$ cat src/rtl/cpu_pkg.sv
// Definitions shared by the multicycle controller, the datapath and the memory bus interface.
package cpu_pkg;

  localparam int WORD_W = 16;

  typedef enum logic [1:0] {
    IDLE = 2'd0,
    RD   = 2'd1,
    WR   = 2'd2,
    DONE = 2'd3
  } bus_state_t;

  // Opcodes decoded by the controller.
  localparam logic [5:0] OP_RTYPE = 6'b000000;
  localparam logic [5:0] OP_J     = 6'b000010;
  localparam logic [5:0] OP_BEQ   = 6'b000100;
  localparam logic [5:0] OP_ADDI  = 6'b001000;
  localparam logic [5:0] OP_LW    = 6'b100011;
  localparam logic [5:0] OP_SW    = 6'b101011;

endpackage

$ cat src/rtl/mem_timeout_counter.sv
// 8-bit wait counter for the bus interface watchdog; flags when the programmed limit is reached.
module mem_timeout_counter #(
  parameter logic [7:0] LIMIT = 8'd255
) (
  input  logic clk,
  input  logic reset_n,
  input  logic clear,
  input  logic enable,
  output logic at_limit
);

  logic [7:0] count;

  assign at_limit = (count == LIMIT);

  // NOTE: sequential state uses non-blocking assignments so every flop samples pre-edge values.
  always_ff @(posedge clk or negedge reset_n) begin
    if (!reset_n) begin
      count <= 8'd0;
    end else if (clear) begin
      count <= 8'd0;
    end else if (enable && !at_limit) begin
      count <= count + 8'd1;
    end
  end

endmodule

$ cat src/rtl/mem_bus_interface.sv
// Converts controller memory strobes into a handshaked 16-bit bus access, loading IR or MDR
// on read completion and pulsing done (and err on timeout or an illegal request).
module mem_bus_interface
  import cpu_pkg::*;
#(
  parameter int ADDR_W  = 16,
  parameter int DATA_W  = WORD_W,
  parameter int TIMEOUT = 255
) (
  input  logic              clk,
  input  logic              reset_n,
  input  logic              mem_read,
  input  logic              mem_write,
  input  logic              iord,
  input  logic              ir_write,
  input  logic [ADDR_W-1:0] pc,
  input  logic [ADDR_W-1:0] alu_addr,
  input  logic [DATA_W-1:0] wdata,
  output logic              read_m,
  output logic              write_m,
  output logic [ADDR_W-1:0] address,
  output logic [DATA_W-1:0] bus_wdata,
  output logic              bus_oe,
  input  logic [DATA_W-1:0] bus_rdata,
  input  logic              input_ready,
  input  logic              ack_output,
  output logic [DATA_W-1:0] ir,
  output logic [DATA_W-1:0] mdr,
  output logic              busy,
  output logic              done,
  output logic              err
);

  bus_state_t state, state_next;
  logic       target_ir;
  logic       at_limit;
  logic       rd_req, wr_req, bad_req;
  logic       rd_hs, wr_hs, timeout_abort;

  assign rd_req  = mem_read & ~mem_write;
  assign wr_req  = mem_write & ~mem_read;
  assign bad_req = mem_read & mem_write;

  // input_ready only counts in RD and ack_output only in WR.
  assign rd_hs = (state == RD) && input_ready;
  assign wr_hs = (state == WR) && ack_output;

  // A handshake on the limit cycle wins over the watchdog.
  assign timeout_abort = busy && at_limit && !(rd_hs || wr_hs);

  // Strobes are decoded from the state register alone, never from inputs.
  assign read_m  = (state == RD);
  assign write_m = (state == WR);
  assign bus_oe  = (state == WR);
  assign busy    = (state == RD) || (state == WR);
  assign done    = (state == DONE);

  mem_timeout_counter #(
    .LIMIT (8'(TIMEOUT))
  ) u_timeout (
    .clk      (clk),
    .reset_n  (reset_n),
    .clear    (!busy),
    .enable   (busy),
    .at_limit (at_limit)
  );

  always_ff @(posedge clk or negedge reset_n) begin
    if (!reset_n) state <= IDLE;
    else          state <= state_next;
  end

  // NOTE: next-state gets a default before the case so no path leaves it unassigned (no latch).
  always_comb begin
    state_next = state;
    unique case (state)
      IDLE:    if (rd_req) state_next = RD;
               else if (wr_req) state_next = WR;
      RD:      if (input_ready || at_limit) state_next = DONE;
      WR:      if (ack_output || at_limit) state_next = DONE;
      DONE:    state_next = IDLE;
      default: state_next = IDLE;
    endcase
  end

  // NOTE: every register here has a reset value, so an abandoned access leaves nothing stale.
  always_ff @(posedge clk or negedge reset_n) begin
    if (!reset_n) begin
      address   <= '0;
      bus_wdata <= '0;
      target_ir <= 1'b0;
      ir        <= '0;
      mdr       <= '0;
      err       <= 1'b0;
    end else begin
      err <= ((state == IDLE) && bad_req) || timeout_abort;
      if ((state == IDLE) && (rd_req || wr_req)) address <= iord ? alu_addr : pc;
      if ((state == IDLE) && rd_req) target_ir <= ir_write;
      if ((state == IDLE) && wr_req) bus_wdata <= wdata;
      if (rd_hs) begin
        if (target_ir) ir  <= bus_rdata;
        else           mdr <= bus_rdata;
      end
    end
  end

endmodule

$ cat config.mk
export PLATFORM = sky130hd
export DESIGN_NAME = mem_bus_interface
export DESIGN_NICKNAME = d
export VERILOG_FILES = /design/src/rtl/cpu_pkg.sv /design/src/rtl/mem_timeout_counter.sv /design/src/rtl/mem_bus_interface.sv
export SDC_FILE = /design/constraint.sdc
export NUM_CORES = 1
export LEC_CHECK = 0
export ABC_AREA = 1
export BUFFER_PORTS_ARGS = -buffer_cell sky130_fd_sc_hd__buf_2
export CAP_MARGIN = 20
export CELL_PAD_IN_SITES_DETAIL_PLACEMENT = 1
export CELL_PAD_IN_SITES_GLOBAL_PLACEMENT = 2
export CORE_MARGIN = 3
export CORE_UTILIZATION = 29
export DETAILED_ROUTE_END_ITERATION = 16
export PLACE_DENSITY_LB_ADDON = 0.08
export SLEW_MARGIN = 20
export SYNTH_ARGS = -nofsm -noshare
export SYNTH_HDL_FRONTEND = slang
export SYNTH_SLANG_ARGS = --single-unit
$ cat constraint.sdc
create_clock -name clk -period 3.85 [get_ports clk]
set_clock_uncertainty 0.1 [all_clocks]
set_input_delay 0.5775 -clock clk [delete_from_list [all_inputs] [get_ports clk]]
set_output_delay 0.5775 -clock clk [all_outputs]
set_load 0.01 [all_outputs]
== Word-level counts from Yosys, hierarchy flattened ==
Index checks and enable logic that the tools add are counted.
Cells by class
  equality and inequality tests: 8
  reduce and logical (&&, ||, !) cells: 21
  bitwise operators: 6
  add/subtract/negate cells: 1
  muxes and demuxes: 8
Operators by type and width (number)
  $mux W16: 1
  $mux W8: 2
  $logic_and A1 B1 Y1: 9
  $add A8 B1 Y8 const B: 1
  $eq A8 B8 Y1 const B: 1
  $mux W2: 4
  $pmux W2 S4: 1
  $logic_or A1 B1 Y1: 6
  $ne A2 B1 Y1 const B: 3
  $eq A2 B2 Y1 const B: 2
  $reduce_and A2 Y1: 2
  $and A1 B1 Y1: 3
  $ne A3 B3 Y1 const B: 1
  $not A1 Y1: 3
  $reduce_and A3 Y1: 1
  $eq A2 B1 Y1 const B: 1
  $logic_not A1 Y1: 2
  $logic_not A2 Y1: 1
Word-level totals
  word-level logic and storage cells: 52
  input bits: 72
  bits in registers: 76
  output and inout port bits: 70

== Logic depth before layout (Yosys ltp) ==
  depth in word-level cells: 6
  depth in mapped cells: 8
  gate-level depth less buffers: 8

== Hierarchy ==
A second synthesis with hierarchy kept.
Second synthesis, totals
  cells, all modules: 397
  area total of the unflattened synthesis: 3478.3 sq um
By module, submodules not included
  mem_bus_interface: cells each 327, sequential area each 1701.6 sq um, area each 2970.3 sq um, instances 1
  mem_timeout_counter: cells each 70, sequential area each 200.2 sq um, area each 508.0 sq um, instances 1

== Least setup slack after synthesis ==
Ideal clock, no wire load.
  path type: reg-to-reg
  start point: register state[1]
  end point: register mdr[1]
  stages on the path, launching flop included: 9
  setup time: 0.118 ns
  buffers on the path: 2
  arrival time: 1.407 ns
  clock period less this slack: 1.625 ns
  required time: 3.632 ns
  setup slack: 2.225 ns
  cell sequence: dfrtp_1 inv_1 ha_1 nand2_1 or2_1 buf_2 buf_2 nand2_1 o21ai_2
On the way
  longest elaborated chain between the ends: 3
Ends and longest elaborated chain
  start: declaration: line mem_bus_interface.sv:34  | bus_state_t state, state_next;
  start signal: assignment: line mem_bus_interface.sv:70  | else state <= state_next;
  $eq A2 B1 Y1
  net read_m: line mem_bus_interface.sv:19  | output logic read_m,
  $logic_and A1 B1 Y1: line mem_bus_interface.sv:45  | assign rd_hs = (state == RD) && input_ready;
  $reduce_and A2 Y1 (no source line)
  end signal: assignment: line mem_bus_interface.sv:102  | else mdr <= bus_rdata;
  end: declaration: line mem_bus_interface.sv:28  | output logic [DATA_W-1:0] mdr,
The timed path passes the listed nets, and every way through them passes these cells.
A chain may end at the register's enable or synchronous reset.

== Final worst setup path ==
  start point: register state[0]
  end point: output busy
On the way
  longest elaborated chain between the ends: 2
  elaborated cells on any way between the ends: 3
  classes of those cells: eq/ne (2); reduce/logical (1)
Ends and longest elaborated chain
  $eq A2 B1 Y1 or $eq A2 B2 Y1 (tied branches): line mem_bus_interface.sv:55  | assign busy = (state == RD) || (state == WR);
  $logic_or A1 B1 Y1 *: line mem_bus_interface.sv:55
  end: declaration: line mem_bus_interface.sv:29  | output logic busy,
Mark *: on every way between the ends. The rest lies on a longest branch, timed or not.

==> results.ini <==
[timing]
timing.max_slew.rel_slack = 0.526
timing.final.crit_period_ps = 2240
setup_violations = 0
timing_hold_violations_final = 0
slew_violations = 0
layout_worst_path_cycle_share = 0.583
highest_achievable_clock_rate_ghz = 0.446
setup_total_negative_slack_ps = 0
grt_setup_unrepaired = no
fin_worst_hold_slack_ps = 174
worst-slew-pin-transition_ps = 711

[worst_setup_path]
crit_fanout = 11
crit-reg2reg-launch = state[0]
reg2reg_depth = 6
r2r_slack_ps = 1940
cp_data_arrival_time_ps = 1570
cp-end-kind = output pin
r2r_end = address[8]
critical_path.startpoint_type = flop
critical_path_class = reg -> out
required_ps = 3170

[yosys]
ys_warn_count = 0
postSynthCellCount = 350
synth_seq_area_share = 0.564
ys_dominant_reg_cell = sky130_fd_sc_hd__dfrtp_1
synth_nets = 431
synth_area_leaders = sky130_fd_sc_hd__dfrtp_1 56%, sky130_fd_sc_hd__nand2_1 11%, sky130_fd_sc_hd__mux2_4 4.5%
post-synth-top-count-cell = sky130_fd_sc_hd__nand2_1
netlist-cell-type-count = 24
synth_edf_count = 0
synth_async_sr_flop_share = 1.00
synth-seq-cells = 76
synthTopCellsByCount = 96 x sky130_fd_sc_hd__nand2_1, 76 x sky130_fd_sc_hd__dfrtp_1, 36 x sky130_fd_sc_hd__inv_1
synthDominantCellAreaShare = 0.564
syn_area_per_cell_um2 = 9.63
synthDominantAreaCellType = sky130_fd_sc_hd__dfrtp_1
synth_area_mm2 = 0.00337

[final_layout]
synthToLayoutAreaGrowth_pct = 32.4
nNetsFinal = 567
drive_above_1_share = 0.377
final.fill_count = 1356
final_cell_area_mm2 = 0.00446
diodes = 0

[place]
hpwl_after_detailed_placement_mm = 6.49
gp_congestion = 0.755
placed_area_mm2 = 0.00415
io_buffer_count = 141

[grt]
global_route.usage.total = 0.147
number_of_antenna_violations_at_the_first_check_in_global_routing = 0
vias_in_the_first_global_route = 2940
pin_count_of_the_biggest_net_entering_global_routing = 77
globalRoute.totalOverflow = 0
grt_pass1_wl_mm = 15.0

[clocking]
clk_transition_reported_paths_ps = 60
cts.htree.levels = 3
cts_made_buffers = 9
post_cts.resized_instances = 0
buffer_depth_of_the_longest_clock_path = 2
cts.root.buffer_cell = sky130_fd_sc_hd__clkbuf_16
clock_tree_from_tritoncts = done
post_cts.repair.setup_buffers = 0
clkLatencyLatePin_ps = 330
cts_hold_buffers = 0
clock_sink_count = 76

[routing]
postRouteWirelength_mm = 8.87
drt_pass1_iterations = 4
route.antenna.remaining_nets = 0
routed_wire_length_per_instance_um = 14.1
route.detailed.drc = 0
initialDrtViolationCount = 56
post_drt_via_cell_ratio = 4.39
vias = 2771

[floorplan]
row_count = 38
dieHeight_um = 114
num_io_pins = 142
design.die.area_mm2 = 0.0130
die_w_um = 114
core-area_mm2 = 0.0111
initial_core_util = 0.304

[run_status]
run_status = finished clean

[job]
cap_viol_max_count = 0

[power_and_ir_drop]
irDropWorstVdd_mv = 0.302
pwr_density_cell_mw_per_mm2 = 783
power.leakage_nw = 2.42
total_power_mw = 3.49

[min_path]
worst_hold_path_type = in -> async

[layout by cell type (no fill, tap or decap), drive strengths merged]
| cell type | n |
|---|---|
| a31oi | 18 |
| nand4 | 2 |
| nand3 | 11 |
| clkbuf | 11 |
| buf | 141 |
| nand2 | 98 |
| inv | 37 |
| mux2 | 16 |
| ha | 9 |
| or2 | 1 |
| dfrtp | 76 |
| a21oi | 3 |
| nor2 | 25 |
| bufinv | 1 |
| clkinv | 4 |
| o21ai | 38 |
[per-stage QoR]
stage,std cells,setup slack (ps),util
final,631,1610,0.403
after global routing,631,1470,0.403
after CTS,631,1570,0.402
after detailed placement,615,1650,0.375
after global placement,615,1710,0.375
after floorplan,350,2230,-
[power breakdown]
| group | total (mW) | switching, mW | internal (mW) |
|---|---|---|---|
| clock | 0.855 | 0.333 | 0.522 |
| sequential | 1.35 | 0.194 | 1.15 |
| combinational | 1.29 | 0.719 | 0.573 |
[sequential cells by signal, indices dropped and copies added, names as in the netlist]
| register | cells |
|---|---|
| address | 16 |
| bus_wdata | 16 |
| err | 1 |
| ir | 16 |
| mdr | 16 |
| state | 2 |
| target_ir | 1 |
| u_timeout.count | 8 |
[final cells by class]
class | count | area (µm²) | share of cell area
Inverter | 37 | 139 | 0.0311
Multi-Input combinational cell | 221 | 1230 | 0.276
Sequential cell | 76 | 1900 | 0.426
Clock buffer | 11 | 243 | 0.0544
Tap cell | 140 | 175 | 0.0392
Clock inverter | 5 | 61.3 | 0.0137
Timing Repair Buffer | 141 | 712 | 0.160
[metal layers]
| layer | share of wire | up-vias | GRT usage |
|---|---|---|---|
| met5 | 0 | - | 0 |
| met1 | 0.45 | 1267 | 0.181 |
| met2 | 0.44 | 95 | 0.232 |
| li1 | - | 1395 | - |
| met3 | 0.086 | 14 | 0.0499 |
| met4 | 0.024 | 0 | 0.0705 |
[worst max-delay path: stages (launching register included)]
cell and delay (ps):
sky130_fd_sc_hd__dfrtp_1 390, sky130_fd_sc_hd__inv_1 100, sky130_fd_sc_hd__ha_1 530, sky130_fd_sc_hd__buf_2 210
[how the worst max path moves through the flow]
stage / from / endpoint / slack, ps / depth (start not counted)
final: state[0] / busy / 1610 / 3
after global routing: state[0] / busy / 1470 / 3
after CTS: state[0] / busy / 1570 / 3
after detailed placement: state[1] / ir[0] / 1650 / 4
after global placement: state[1] / ir[4] / 1710 / 4
after floorplan: state[1] / mdr[1] / 2230 / 8
[cells by family after synthesis]
kind of cell | Yosys count | share of synthesized area
AND/OR/NAND/NOR | 137 | 0.165
multiplexers | 16 | 0.0646
AO/OA/AOI/OAI | 59 | 0.101
flip-flops | 76 | 0.564
buffers and inverters | 53 | 0.0720
adder cells (fa/ha/maj) | 9 | 0.0334
No activity file was read; power rests on OpenSTA's default activity.
